$ cat config.mk
export PLATFORM = sky130hd
export DESIGN_NAME = leaf_out_packetizer
export DESIGN_NICKNAME = d
export VERILOG_FILES = /design/src/rtl/leaf_out_packetizer.sv
export SDC_FILE = /design/constraint.sdc
export NUM_CORES = 1
export LEC_CHECK = 0
export ABC_CLOCK_PERIOD_IN_PS = 4810
export CORE_MARGIN = 2
export CORE_UTILIZATION = 42
export DETAILED_ROUTE_END_ITERATION = 8
export GPL_ROUTABILITY_DRIVEN = 0
export PLACE_DENSITY_LB_ADDON = 0.1
export SLEW_MARGIN = 20
export SYNTH_ARGS = -nofsm -noshare
export SYNTH_HDL_FRONTEND = slang
export SYNTH_SLANG_ARGS = --single-unit
$ cat constraint.sdc
create_clock -name clk -period 4.81 [get_ports clk]
set_clock_uncertainty 0.1 [all_clocks]
set_input_delay 1.2025 -clock clk [delete_from_list [all_inputs] [get_ports clk]]
set_output_delay 1.2025 -clock clk [all_outputs]
set_load 0.01 [all_outputs]
$ cat src/rtl/leaf_out_packetizer.sv
// rtl/leaf_out_packetizer.sv - wraps kernel stream words into addressed BFT packets
// Credits track free space in the destination input buffer; update packets replenish them.
module leaf_out_packetizer #(
    parameter int PACKET_BITS           = 49,
    parameter int PAYLOAD_BITS          = 32,
    parameter int NUM_LEAF_BITS         = 5,
    parameter int NUM_PORT_BITS         = 4,
    parameter int NUM_ADDR_BITS         = 7,
    parameter int NUM_BRAM_ADDR_BITS    = 7,
    parameter int FREESPACE_UPDATE_SIZE = 64
) (
    input  logic                    clk,
    input  logic                    reset,
    input  logic [PACKET_BITS-1:0]  din_leaf_bft2interface,
    output logic [PACKET_BITS-1:0]  dout_leaf_interface2bft,
    input  logic                    resend,
    input  logic [PAYLOAD_BITS-1:0] din_leaf_user2interface,
    input  logic                    vld_user2interface,
    output logic                    ack_interface2user,
    output logic [7:0]              credit_cnt,
    output logic [31:0]             sent_cnt,
    output logic [31:0]             stall_cnt,
    output logic                    credit_overflow
);

    localparam logic [8:0] CREDIT_MAX = 9'(1 << NUM_BRAM_ADDR_BITS);
    localparam logic [8:0] UPD_SIZE   = 9'(FREESPACE_UPDATE_SIZE);
    localparam int         PORT_LSB   = PAYLOAD_BITS + NUM_ADDR_BITS;

    logic [PACKET_BITS-1:0]   r_out;
    logic                     r_pend;
    logic [NUM_ADDR_BITS-1:0] r_wptr;
    logic [7:0]               r_credit;
    logic                     r_cfg_en;
    logic [NUM_LEAF_BITS-1:0] r_dst_leaf;
    logic [NUM_PORT_BITS-1:0] r_dst_port;
    logic                     r_overflow;
    logic [31:0]              r_sent;
    logic [31:0]              r_stall;

    logic                     w_ctrl_vld;
    logic [NUM_PORT_BITS-1:0] w_ctrl_port;
    logic                     w_cfg;
    logic                     w_upd;
    logic                     w_ack;
    logic                     w_acc;
    logic                     w_emit;
    logic [8:0]               w_sum;
    logic                     w_clamp;
    logic [7:0]               w_credit_nxt;

    assign w_ctrl_vld  = din_leaf_bft2interface[PACKET_BITS-1];
    assign w_ctrl_port = din_leaf_bft2interface[PORT_LSB +: NUM_PORT_BITS];
    assign w_cfg       = w_ctrl_vld && (w_ctrl_port == NUM_PORT_BITS'(0));
    assign w_upd       = w_ctrl_vld && (w_ctrl_port == NUM_PORT_BITS'(1));

    assign w_ack  = r_cfg_en && (r_credit != 8'd0) && !resend && !r_pend;
    assign w_acc  = w_ack && vld_user2interface;
    assign w_emit = r_pend && !resend;

    // Accept only happens with credit != 0, so the subtraction never underflows.
    assign w_sum        = {1'b0, r_credit} + (w_upd ? UPD_SIZE : 9'd0) - (w_acc ? 9'd1 : 9'd0);
    assign w_clamp      = (w_sum > CREDIT_MAX);
    assign w_credit_nxt = w_clamp ? CREDIT_MAX[7:0] : w_sum[7:0];

    always_ff @(posedge clk or posedge reset) begin
        if (reset) begin
            r_cfg_en   <= 1'b0;
            r_dst_leaf <= '0;
            r_dst_port <= '0;
        end else if (w_cfg) begin
            r_cfg_en   <= din_leaf_bft2interface[PAYLOAD_BITS-1];
            r_dst_leaf <= din_leaf_bft2interface[NUM_PORT_BITS +: NUM_LEAF_BITS];
            r_dst_port <= din_leaf_bft2interface[NUM_PORT_BITS-1:0];
        end
    end

    always_ff @(posedge clk or posedge reset) begin
        if (reset) begin
            r_out  <= '0;
            r_pend <= 1'b0;
            r_wptr <= '0;
        end else if (w_acc) begin
            r_out  <= {1'b1, r_dst_leaf, r_dst_port, r_wptr, din_leaf_user2interface};
            r_pend <= 1'b1;
            r_wptr <= r_wptr + NUM_ADDR_BITS'(1);
        end else if (w_emit) begin
            r_pend <= 1'b0;
        end
    end

    always_ff @(posedge clk or posedge reset) begin
        if (reset) begin
            r_credit   <= CREDIT_MAX[7:0];
            r_overflow <= 1'b0;
        end else begin
            r_credit <= w_credit_nxt;
            if (w_clamp) begin
                r_overflow <= 1'b1;
            end
        end
    end

    always_ff @(posedge clk or posedge reset) begin
        if (reset) begin
            r_sent  <= '0;
            r_stall <= '0;
        end else begin
            if (w_emit) begin
                r_sent <= r_sent + 32'd1;
            end
            if (vld_user2interface && !w_ack) begin
                r_stall <= r_stall + 32'd1;
            end
        end
    end

    assign dout_leaf_interface2bft = w_emit ? r_out : '0;
    assign ack_interface2user      = w_ack;
    assign credit_cnt              = r_credit;
    assign sent_cnt                = r_sent;
    assign stall_cnt               = r_stall;
    assign credit_overflow         = r_overflow;

endmodule

==> qor.yml <==
min_path:
  hold_class: "flop to flop"
die:
  io_pins: 208
  fp.coreArea_sq_mm: 0.01503
  fp-row-count: 45
  die_y_um: 127.5
  die_x_um: 127.5
  initial_utilization_pct: 42.64
  dieArea_sq_mm: 0.01627
critical_path:
  cp-end-kind: "output pin"
  worstPathArrival_ns: 3.07
  path_cells: "clkdlybuf4s50_1, or3b_2, a31oi_1, buf_4, clkdlybuf4s50_1"
  crit_buf_inv: 3
  crit_path_top_delay_cell: "clkdlybuf4s50_1"
  cp_common_cell: "clkdlybuf4s50_1"
  worstSetupStartpointType: "input pin"
  critical-path-max-stage-delay_ns: 0.54
  cp_top_family: "buffers and inverters"
  required_ns: 3.51
  worstSetupPathType: "input pin to output pin"
  worst-path-max-fanout: 4
sta:
  slew_viol_final: 0
  min_period_ns: 4.372
  hold_viol_final: 0
  timing.fmax_mhz: 228.7
  tns_ns: 0
  slew_headroom_pct: 51.39
  setup_viol: 0
  rsz0062_at_grt: "no"
  post-route-period-util_pct: 90.89
  tightest_slew_ns: 0.7236
final_layout:
  n_antenna_cell: 0
  n_fill_cell: 1276
  final_nets: 901
  final_common_cell: "clkdlybuf4s50_1"
  final_cell_area_sq_mm: 0.009027
  area_delta_synth_final_pct: 40.84
  layout_common_cells: "clkdlybuf4s50_1 (173), nand2_1 (158), dfrtp_1 (139), xnor2_1 (55), and2_1 (54)"
  drive_gt1_share_pct: 8.600
yosys:
  ys_ff_latch: 140
  syn_area_sq_mm: 0.006410
  synth.top_cell.area_share_pct: 54.27
  yosysTopAreaCell: "dfrtp_1"
  synth-edff-count: 0
  synth_area_leaders: "dfrtp_1 (54%), nand2_1 (9.3%), xnor2_1 (7.5%)"
  async_flop_share_pct: 100.0
  yosysUniqueCellTypes: 41
  synth_flop_cell: "dfrtp_1"
  avgSynthCellArea_sq_um: 10.36
  yosysSeqAreaShare_pct: 54.67
  yosysWarnings: 0
  synth_nets: 719
  synth_cells: 619
clock_network:
  cts.clk_slew.worst_paths_ns: 0.05
  cts_root_buffer: "clkbuf_16"
  cts_tree: "yes"
  htreeDepth: 4
  cts_inserted_buffers: 17
  cts_setup_buffers: 0
  ctsHoldBuffers: 0
  clkLatencyLatePin_ns: 0.41
  cts_resized: 0
  cts_buffer_depth: 2
  cts_sinks: 140
route:
  firstDrtPassIters: 4
  wl_per_cell_um: 14.62
  vias: 4850
  drc_errors: 0
  routed_wl_mm: 14.65
  drt_iter0_drc: 143
  drtAntennaViolNets: 0
  avgViaCountPerCell: 4.840
place:
  dpl-instance-area_sq_mm: 0.008393
  dpl.hpwl_mm: 9.955
  portBuffers: 173
global_route:
  grt_max_degree: 141
  grt_pass1_vias: 4954
  grt_usage_pct: 18.93
  grt_pass1_wl_mm: 24.54
  grt_antenna_before_repair: 0
  grt-ovfl-total: 0
outcome:
  status: "completed"
pwr:
  power_leakage_uw: 0.004147
  peakVddDrop_v: 0.0003135
  powerDensity_mw_per_mm2: 448.1
job:
  drv_cap: 0
==> worst reg2reg max path, delay by kind of cell, from the launching register on <==
family	cells	cell delay (ns)
and+or+nand+nor	5	1.18
adders and majority gates	3	0.72
AOI/OAI and AO/OA	2	0.58
DFF	1	0.43
buffers and inverters	4	0.32
xor gates and xnor gates	1	0.15
==> sequential cells by signal, indices dropped and copies added, names as in the netlist, 4 cells and up <==
register	cells
r_out	49
sent_cnt	32
stall_cnt	32
credit_cnt	8
r_wptr	7
r_dst_leaf	5
r_dst_port	4
==> cell usage after synthesis (all sizes together) (2+ instances only) <==
library cell,number
inv,18
xnor2,55
nor2b,5
and4,11
nor3b,7
nor3,9
nand2,159
mux2,17
ha,14
nor2,9
buf,10
nand2b,5
a21oi,3
and3,16
xor2,18
and2,54
clkbuf,12
dfrtp,139
nand3,21
a311oi,2
or3b,2
nand4,19
nor4,2
==> final timing paths <==
check | cells past startpoint | slack (ns) | end | start
max in group asynchronous | 3 | 2.81 | sent_cnt[30]$_DFFE_PP0P_ | reset
min in group asynchronous | 3 | 1.28 | sent_cnt[5]$_DFFE_PP0P_ | reset
max reg2reg | 15 | 1.25 | credit_cnt[1]$_DFF_PP0_ | credit_cnt[1]$_DFF_PP0_
min | 1 | 0.35 | r_out[48]$_DFFE_PP0P_ | r_out[48]$_DFFE_PP0P_
max | 5 | 0.44 | ack_interface2user | resend
min reg2reg | 1 | 0.35 | r_out[48]$_DFFE_PP0P_ | r_out[48]$_DFFE_PP0P_
==> where the power goes <==
group,switching [uW],internal (uW)
Clock,485,904
Combinational,496,536
Sequential,172,1450
Total,1150,2890
==> kinds of logic (layout without fill, tap and decap cells) <==
kind of cell               count (synthesis)  after routing  share of synthesized area [%]
AOI/OAI and AO/OA                         11             11                          1.444
xor gates and xnor gates                  73             73                          9.975
adders and majority gates                 15             15                          3.045
buffers and inverters                     40            235                          2.615
DFF                                      140            140                          54.68
muxes                                     17             17                          2.986
and+or+nand+nor                          323            323                          25.26
==> metal layers <==
| layer | wire, um | up-vias | global-route usage [%] | share of wire, % |
|---|---|---|---|---|
| li1 | - | 2389 | - | - |
| met1 | 6729 | 2329 | 25.35 | 46 |
| met2 | 6759 | 121 | 28.94 | 46 |
| met3 | 1017 | 11 | 6.784 | 6.9 |
| met4 | 142 | 0 | 5.882 | 0.97 |
| met5 | 0 | - | 0 | 0 |
==> metrics by stage <==
stage | instances | setup WS [ns] | utilization (%) | hold WS (ns) | total power, uW
2_1_floorplan | 619 | 0.2177 | - | 0.3252 | 2255
3_3_place_gp | 970 | 0.2096 | 55.83 | 0.3418 | 2645
3_5_place_dp | 970 | 0.1612 | 55.83 | 0.3479 | 2682
4_1_cts | 1002 | 0.4196 | 60.05 | 0.3604 | 4096
5_1_grt | 1002 | 0.3466 | 60.05 | 0.3710 | 4301
6_report | 1002 | 0.4384 | 60.05 | 0.3528 | 4045
==> layout make-up <==
| type | count | area, sq um | share of cell area [%] |
|---|---|---|---|
| multi-input combinational | 439 | 2748 | 30.44 |
| sequential | 140 | 3505 | 38.82 |
| clock inverter | 12 | 167.7 | 1.857 |
| tap | 188 | 235.2 | 2.606 |
| inverter | 18 | 71.32 | 0.7900 |
| timing repair buffer | 185 | 1834 | 20.32 |
| clock buffer | 20 | 466.7 | 5.170 |
(Power assumes the default switching activity.)
==> variant (config.mk and constraints unchanged) <==
Put one more register stage on the output `sent_cnt`, cleared by the reset. The value now appears one clock later. The other outputs are not delayed to match.
--- a/src/rtl/leaf_out_packetizer.sv
+++ b/src/rtl/leaf_out_packetizer.sv
@@ -119,5 +119,11 @@
     assign ack_interface2user      = w_ack;
     assign credit_cnt              = r_credit;
-    assign sent_cnt                = r_sent;
+    always_ff @(posedge clk or posedge reset) begin
+        if (reset) begin
+            sent_cnt <= '0;
+        end else begin
+            sent_cnt <= r_sent;
+        end
+    end
     assign stall_cnt               = r_stall;
     assign credit_overflow         = r_overflow;
Check against the original RTL: not equivalent (Yosys sat finds a counterexample within 4 cycles, from zero or initial values and one cycle with reset high).
==> variant against the original RTL <==
- cell area is 9.4% higher
- wire length is 6.1% higher
- register-to-register slack worse by 300 ps
- worst setup slack better by 110 ps
- die area is 12% higher
- sequential cell count is 32 higher
- synthesized cell count is 8.2% higher
- synthesized area is 13% higher
- power is 8.6% higher
- largest power group unchanged
- highest routed layer unchanged
==> variant: results (changes against the original RTL) <==
status=completed (unchanged); global-route total usage across every layer=18.13% (was 18.93%); PortBufs=173 (unchanged); CP endpoint=ack_interface2user (unchanged); WHS=287.0 ps (was 352.8 ps); Switching Fraction=29.45% (was 28.50%); met2 wire len=7586 um (was 6759 um); synth cell count leaders=nand2_1 (173), dfrtp_1 (171), and2_1 (54) (was nand2_1 (159), dfrtp_1 (139), xnor2_1 (55)); CP arrival=2960 ps (was 3070 ps); Hold Path End=sent_cnt[7] (was r_out[48]); crit-path max FO=2 (was 4); Fillers=1425 (was 1276); Overall Power=4.394 mW (was 4.045 mW); met3 WL post-DR=875 um (was 1017 um); remaining global-route overflow=0 (unchanged); Distinct cells, synth=43 (was 41); r2r startpoint=credit_cnt[1] (unchanged); dpl cell area=0.009254 mm2 (was 0.008393 mm2); Worst Tran Pin Value=894.3 ps (was 723.6 ps); via count=5256 (was 4850); syn nets=770 (was 719); initial antenna violation count=0 (unchanged); met1 usage=23.04% (was 25.35%); Clock transition at path regs=60 ps; sequential share of the synthesized area=59.66% (was 54.67%); met2 GRT Util=29.67% (was 28.94%); Comb pwr share=23.9% (was 25.5%); Synth area leaders=dfrtp_1 (59%), nand2_1 (9.0%), xnor2_1 (5.9%), and2_1 (4.7%), xor2_1 (2.9%) (was dfrtp_1 (54%), nand2_1 (9.3%), xnor2_1 (7.5%), and2_1 (5.3%), mux2_2 (3.0%)); terminus of the critical flop-to-flop path=credit_overflow (was credit_cnt[1]); Peak VDD IR=413.0 uV (was 313.5 uV); post-CTS resize count=0 (unchanged); P_clk=approximately 1.4 mW; Final HPWL DP=10600 um (was 9955 um); HP Start=r_sent[7] (was r_out[48]); final non-filler cell total=1084 (was 1002); Top Metal Used=met4 (unchanged); hold path depth=0 (was 1); share of layout cells above drive strength 1=7.523% (was 8.600%); Place WS=171.3 ps (was 161.2 ps); Clk Latency, worst-skew pair=430 ps (was 410 ps); first-pass GRT wire length=26320 um (was 24540 um); post-CTS setup buffer count=0 (unchanged); router iterations before antenna repair=4 (unchanged); Iteration-0 DRC Markers=190 (was 143); WL final=15540 um (was 14650 um); R2R setup slack=950 ps (was 1250 ps); Syn Area/Cell=10.77 um2 (was 10.36 um2); post-route fraction of the period consumed by the critical path=88.62% (was 90.89%); Final nets=951 (was 901); worst-case reg-to-reg path depth=14 (was 15); Metal-1 WL=6841 um (was 6729 um); leak pwr=4.562 nW (was 4.147 nW); pin count of the biggest net entering global routing=173 (was 141); GR met3 Demand/Resource=5.743% (was 6.784%)
[variant: critical path: stages]
cell and delay, ps:
clkdlybuf4s50_1 430, or3b_1 410, a31oi_1 230, buf_4 160
clkdlybuf4s50_1 520
[variant: cell type report]
type,instances,area (um2),area share (%)
Multi-Input combinational cell,456,2763,27.98
Inverter,22,86.33,0.8743
Timing Repair Buffer,182,1824,18.47
Clock buffer,18,439.2,4.448
Tap cell,220,275.3,2.788
Clock inverter,14,181.4,1.837
Sequential cell,172,4305,43.60
[variant: cells by family (layout without fill, tap and decap cells)]
group                      after synthesis  after routing  share of synthesized area, %
AOI/OAI and AO/OA                       12             12                         1.404
xor gates and xnor gates                73             73                         8.859
adders and majority gates               15             15                         2.705
buffers and inverters                   42            236                         2.202
DFF                                    172            172                         59.66
muxes                                   12             12                         1.872
and+or+nand+nor                        344            344                         23.30
